--- src/rtl/servant_wb_arbiter.sv ---
`default_nettype none
// ============================================================================
// servant_wb_arbiter
// Round-robin two-master Wishbone arbiter with a bus-timeout watchdog.
// Revision: 1.0
// ============================================================================
module servant_wb_arbiter #(
  parameter int unsigned TIMEOUT  = 255,
  parameter logic [31:0] ERR_DATA = 32'hDEADBEEF
) (
  input  logic        i_clk,
  input  logic        i_rst_n,
  input  logic [31:0] i_wb_m0_adr,
  input  logic [31:0] i_wb_m0_dat,
  input  logic [3:0]  i_wb_m0_sel,
  input  logic        i_wb_m0_we,
  input  logic        i_wb_m0_cyc,
  output logic [31:0] o_wb_m0_rdt,
  output logic        o_wb_m0_ack,
  input  logic [31:0] i_wb_m1_adr,
  input  logic [31:0] i_wb_m1_dat,
  input  logic [3:0]  i_wb_m1_sel,
  input  logic        i_wb_m1_we,
  input  logic        i_wb_m1_cyc,
  output logic [31:0] o_wb_m1_rdt,
  output logic        o_wb_m1_ack,
  output logic [31:0] o_wb_adr,
  output logic [31:0] o_wb_dat,
  output logic [3:0]  o_wb_sel,
  output logic        o_wb_we,
  output logic        o_wb_cyc,
  input  logic [31:0] i_wb_rdt,
  input  logic        i_wb_ack,
  output logic        o_timeout,
  output logic [7:0]  o_err_count
);

  typedef enum logic [1:0] {
    IDLE  = 2'd0,
    BUSY0 = 2'd1,
    BUSY1 = 2'd2
  } state_t;

  state_t      r_state;
  logic        r_last;
  logic [15:0] r_cnt;
  logic [7:0]  r_err_count;

  logic w_busy;
  logic w_sel1;
  logic w_req_cyc;
  logic w_fwd_ack;
  logic w_tmo;
  logic w_done;

  assign w_busy    = (r_state != IDLE);
  assign w_sel1    = (r_state == BUSY1);
  assign w_req_cyc = w_sel1 ? i_wb_m1_cyc : i_wb_m0_cyc;
  assign w_fwd_ack = w_busy & w_req_cyc & i_wb_ack;
  // A real ack in the limit cycle takes priority over the forced termination.
  assign w_tmo     = w_busy & w_req_cyc & ~i_wb_ack & (r_cnt == 16'(TIMEOUT));
  assign w_done    = w_fwd_ack | w_tmo;

  assign o_wb_adr = w_sel1 ? i_wb_m1_adr : i_wb_m0_adr;
  assign o_wb_dat = w_sel1 ? i_wb_m1_dat : i_wb_m0_dat;
  assign o_wb_sel = w_sel1 ? i_wb_m1_sel : i_wb_m0_sel;
  assign o_wb_we  = w_sel1 ? i_wb_m1_we  : i_wb_m0_we;
  assign o_wb_cyc = w_busy & w_req_cyc;

  // Reset drops an in-flight cycle, so acks are suppressed while it is held.
  assign o_wb_m0_ack = i_rst_n & (r_state == BUSY0) & w_done;
  assign o_wb_m1_ack = i_rst_n & w_sel1 & w_done;
  assign o_wb_m0_rdt = w_tmo ? ERR_DATA : i_wb_rdt;
  assign o_wb_m1_rdt = w_tmo ? ERR_DATA : i_wb_rdt;
  assign o_timeout   = i_rst_n & w_tmo;
  assign o_err_count = r_err_count;

  always_ff @(posedge i_clk) begin
    if (!i_rst_n) begin
      r_state     <= IDLE;
      r_last      <= 1'b1;
      r_cnt       <= '0;
      r_err_count <= '0;
    end else begin
      case (r_state)
        IDLE: begin
          r_cnt <= '0;
          if (i_wb_m0_cyc && (!i_wb_m1_cyc || r_last))
            r_state <= BUSY0;
          else if (i_wb_m1_cyc)
            r_state <= BUSY1;
        end
        BUSY0, BUSY1: begin
          if (!w_req_cyc || w_done) begin
            r_state <= IDLE;
            r_last  <= w_sel1;
          end else begin
            r_cnt <= r_cnt + 16'd1;
          end
          if (w_tmo && (r_err_count != 8'hFF))
            r_err_count <= r_err_count + 8'd1;
        end
        default: r_state <= IDLE;
      endcase
    end
  end

endmodule
`default_nettype wire

--- config.mk ---
export PLATFORM = sky130hd
export DESIGN_NAME = servant_wb_arbiter
export DESIGN_NICKNAME = d
export VERILOG_FILES = /design/src/rtl/servant_wb_arbiter.sv
export SDC_FILE = /design/constraint.sdc
export NUM_CORES = 1
export LEC_CHECK = 0
export CAP_MARGIN = 30
export CORE_AREA = 2 2 126 128
export CTS_BUF_LIST = sky130_fd_sc_hd__clkbuf_4
export DETAILED_ROUTE_END_ITERATION = 16
export DIE_AREA = 0 0 128 130
export SKIP_CTS_REPAIR_TIMING = 1
export SYNTH_ARGS = -nofsm -noshare
export SYNTH_HDL_FRONTEND = slang
export SYNTH_SLANG_ARGS = --single-unit
--- constraint.sdc ---
create_clock -name i_clk -period 3.84 [get_ports i_clk]
set_input_delay 0.96 -clock i_clk [delete_from_list [all_inputs] [get_ports i_clk]]
set_output_delay 0.96 -clock i_clk [all_outputs]
set_load 0.03 [all_outputs]
; Yosys cells after proc, flatten, opt, wreduce, memory -nomap -nowiden
; Cells that the tools add are included.
; Widths: inputs -> output; s select.
[totals]
output_inout_bits = 145
in_bits = 175
ff_bits = 27
wordCells = 50
[op_classes]
reduce_logical = 14
n_bitwise = 11
n_addsub = 2
n_eq_ne = 7
mux = 12
[op_table]
columns = operator, n
row1 = $mux 32, 3
row2 = $pmux 16 s2, 1
row3 = $add 16x1->16 const B, 1
row4 = $eq 16x8->1 const B, 1
row5 = $mux 16, 1
row6 = $and 1x1->1, 9
row7 = $add 8x1->8 const B, 1
row8 = $ne 8x8->1 const B, 1
row9 = $reduce_and 2->1, 4
row10 = $mux 2, 3
row11 = $mux 4, 1
row12 = $ne 2x2->1 const B, 2
row13 = $pmux 2 s2, 1
row14 = $reduce_bool 2->1, 2
row15 = $ne 3x3->1 const B, 1
row16 = $eq 2x1->1 const B, 1
row17 = $eq 2x2->1 const B, 1
row18 = $logic_and 1x1->1, 2
row19 = $logic_not 1->1, 2
row20 = $logic_not 2->1, 1
row21 = $logic_or 1x1->1, 2
row22 = $mux 1, 2
row23 = $reduce_or 2->1, 1
row24 = $not 1->1, 1
row25 = $or 1x1->1, 1

; Logic depth before layout (Yosys ltp)
[logic_depth]
word_depth = 9
ltp_mapped = 9
ltp_nobuf = 7

; Least setup slack after synthesis
; Ideal clock, no wire load.
[synth_timing]
kind = input to output
startpoint = input i_wb_m1_cyc
endpoint = output o_wb_m1_rdt[10]
setup_slack_ns = 0.300
path_buffers = 2
required_time_ns = 2.880
cell_stages = 6
t_arrival_ns = 2.580
cell_sequence = mux2i_1 > nor2_1 > nand2_1 > clkbuf_1 > nand2b_1 > buf_4
[synth_between]
elab_chain_cells = 5
[synth_rtl]
columns = element, line_no
row1 = from (decl), 24  ; input logic i_wb_m1_cyc,
row2 = $mux 1, 58  ; assign w_req_cyc = w_sel1 ? i_wb_m1_cyc : i_wb_m0_cyc;
row3 = $and 1x1->1, n/a
row4 = via o_wb_cyc, 31  ; output logic o_wb_cyc,
row5 = $and 1x1->1 (2 in series), 61  ; assign w_tmo = w_busy & w_req_cyc & ~i_wb_ack & (r_cnt == 16'(TIMEOUT));
row6 = $mux 32, 74  ; assign o_wb_m1_rdt = w_tmo ? ERR_DATA : i_wb_rdt;
row7 = to (decl), 25  ; output logic [31:0] o_wb_m1_rdt,
; The timed path passes the listed nets, and every way through them passes these cells.

; Worst setup path after layout
[layout_timing]
startpoint = input i_wb_ack
endpoint = output o_wb_m1_rdt[28]
[layout_between]
elab_chain_cells = 4
[layout_rtl]
columns = element, line_no
row1 = from (decl), 33  ; input logic i_wb_ack,
row2 = $not 1->1, 61
row3 = $and 1x1->1 (2 in series), 61
row4 = $mux 32, 74
; Every way passes these cells.

==> Implementation_results.wiki <==
{| class="wikitable"
! Metric !! Value
|-
| Run status || finished clean
|-
| Final setup fails || 0
|-
| Number of iterations in the first detailed-routing pass || 4
|-
| Synth Cell Area || 0.00279 mm2
|-
| Number of filler cells placed in the layout || 1554
|-
| CP Buf/Inv Count || 3
|-
| Portion of the post-synthesis area used by sequential elements || 19.4%
|-
| Initial cell density of the core || 18.1%
|-
| Seq. cell area || 541 um2
|-
| Category of the worst setup path capture point || primary output
|-
| Placeable Area || 0.0154 mm2
|-
| Leading area contributor after synthesis || mux2_2
|-
| Layout cells sized above 1 || 23.8%
|-
| Remaining routing DRC violations || 0
|-
| Upper clock frequency limit || 268 MHz
|-
| Die Outline Area || 0.0166 mm2
|-
| Remaining number of nets flagged by the antenna check after routing || 0
|-
| Number of clock sinks || 27
|-
| Vertical extent of the die || 130 um
|-
| Yosys warning total || 0
|-
| Tightest Pin Transition || 535 ps
|-
| TNS Setup || 0 ps
|-
| Start-to-end type of the worst setup path || input pin to primary output
|-
| Clock network latency to the later pin of the worst-skew pair || 330 ps
|-
| Most frequent cells after synthesis || 70 x mux2_2, 32 x buf_4, 27 x dfxtp_1, 25 x nand2b_1, 18 x nand2_1
|-
| Port Buffers || 319
|-
| Relative slew margins || 64.2%
|-
| Post-synth EDFFs || 0
|-
| Final Hold Violating Endpoints || 0
|-
| Via-per-instance ratio || 4.41
|-
| Die outline width || 128 um
|-
| Hold Crit Class || flop to flop
|-
| WL met2 || 7.03 mm
|-
| Max H-tree Level || 1
|-
| Cell family with most CP delay || buffers and inverters
|-
| Post-synthesis cell type count || 49
|-
| Slowest stage cell, crit path || clkdlybuf4s50_1
|-
| Standby leakage power || 2.38 nW
|-
| Clock slew at the register clock pins of the worst setup and hold paths || 150 ps
|-
| Crit path arrival time || 2770 ps
|-
| Worst-case clock buffer depth || 2
|-
| Routed wire length || 15.0 mm
|-
| Total vias in the final route || 3587
|-
| Filler-free cell count of the finished design || 813
|-
| Number of nets produced by synthesis || 513
|-
| # nets final || 802
|-
| Setup repair after global routing missed its margin || no
|-
| Largest net degree at the start of global routing || 72
|-
| Starting DRC count in detailed routing || 134
|-
| Pwr per Cell Area || 285 mW/mm2
|-
| Area share of the largest cell type after synthesis || 28.3%
|-
| Number of CTS-inserted buffers || 3
|-
| Final critical-path share of the clock period || 97.0%
|-
| Routed metal-1 wire length || 6.11 mm
|-
| Data required time of the worst path || 2880 ps
|-
| Cell chosen for the clock root || clkbuf_4
|-
| Delay contributed by the slowest stage of the critical path || 470 ps
|-
| Global-route usage over all layers || 16.0%
|-
| Minimum clock period || 3730 ps
|-
| Crit path launch type || input pin
|-
| Placed cell count || 809
|-
| MaxCap Viol Count || 0
|-
| Largest cells by area after synthesis || mux2_2 28%, dfxtp_1 19%, buf_4 8.6%
|-
| Total half-perimeter wirelength after legalization and detailed placement || 12.6 mm
|-
| Number of flip-flops and latches in the synthesized netlist || 27
|-
| Most repeated library cell on the critical path || buf_4
|-
| Number of antenna violations at the first check in global routing || 0
|-
| TritonCTS clock tree || built
|-
| Number of diodes added for antenna fixing || 0
|-
| Biggest fanout along the worst timing path || 23
|-
| Synth Flop Type || dfxtp_1
|-
| Combined area of the multi-input logic cells || 0.00189 mm2
|-
| Top Metal Used || met4
|-
| Post-detailed-route wirelength per cell || 18.4 um
|-
| Syn avg cell area || 8.36 um2
|-
| Final Skew || 7.23 ps
|-
| Async S/R FF share, synth || 0%
|-
| Layout Area Growth over Synthesis || 115%
|-
| Wire length on met3 || 1.61 mm
|-
| First-pass GRT wire length || 20.4 mm
|-
| Top-Level Pins || 320
|-
| Leftover overflow at the end of global routing || 0
|-
| Row count || 46
|-
| Cell with the most instances after synthesis || mux2_2
|-
| Number of cells produced by synthesis || 333
|-
| Max-slew violations || 0
|-
| Weighted congestion at the end of routability-driven global placement || 0.859
|-
| VDD IR-drop max || 129 uV
|-
| Ordered cell list for the critical path || clkdlybuf4s50_1, nor4_4, and2_2, nand2_1, buf_4, nand2b_1, buf_4
|-
| Via count of the first global-routing pass || 3409
|}
[worst paths after layout]
path                                  from         endpoint  slack [ps]  cells after the start
worst max register to register  r_state[0]        r_cnt[15]        1510                      8
worst max-delay path              i_wb_ack  o_wb_m1_rdt[28]         110                      7
worst min register to register  r_state[1]       r_state[1]         490                      2
worst min-delay path            r_state[1]       r_state[1]         490                      2
[area by class of cell]
type                    instances  share of cell area (%)
inverters                      10                   0.627
well taps                     192                    4.01
repair buffers                334                    54.2
multi-input cells             246                    31.6
clock inverters                 1                   0.125
clock buffers                   3                   0.376
flip-flops and latches         27                    9.03
[worst min-delay path, stage by stage, from the launching register on]
cell and delay (ps):
dfxtp_1 360, nand2_1 60, mux2i_1 50
[metrics by stage]
stage	hold slack [ps]	util, %	total power [mW]	setup slack [ps]	area [um2]
floorplan	430	-	1.01	300	2790
global placement	451	38.3	1.57	-82.1	5910
global route	509	38.8	1.79	11.6	5980
CTS	490	38.5	1.72	-102	5940
detailed placement	454	38.3	1.58	-95.3	5910
finish	492	38.8	1.71	114	5980
[layout by cell type (no fill, tap or decap), types with 8 or more instances in the layout]
| cell | Yosys | routed |
|---|---|---|
| a21oi_1 | 16 | 16 |
| and2_1 | 8 | 8 |
| buf_4 | 32 | 64 |
| clkdlybuf4s50_1 | 0 | 252 |
| dfxtp_1 | 27 | 27 |
| dlymetal6s2s_1 | 0 | 16 |
| inv_1 | 9 | 9 |
| mux2_2 | 70 | 70 |
| nand2_1 | 18 | 18 |
| nand2b_1 | 25 | 25 |
| nand3_1 | 14 | 14 |
| nor2_1 | 16 | 16 |
| o21ai_0 | 10 | 10 |
[state kept, by name, summed over array words and instances (netlist names)]
name and cells:
r_cnt 16, o_err_count 8, r_state 2, r_last 1
[logic make-up after synthesis]
family,share of synthesized area (%)
and+or+nand+nor,23.6
muxes,29.4
buffers and inverters,12.7
AOI/OAI and AO/OA,12.0
DFF,19.4
adders and majority gates,2.25
xor gates and xnor gates,0.629
[metal layers]
layer / vias up / global-route usage [%]
li1: 1753 / -
met1: 1666 / 20.0
met2: 156 / 26.7
met3: 12 / 5.74
met4: 0 / 2.97
met5: - / 0
[power by group]
part	internal [mW]	leakage, nW	switching, mW	total, mW
clock	0.0399	0.0139	0.0921	0.132
combinational	0.607	2.15	0.670	1.28
sequential	0.290	0.218	0.00834	0.298
total	0.937	2.38	0.770	1.71
(Power assumes the default switching activity.)
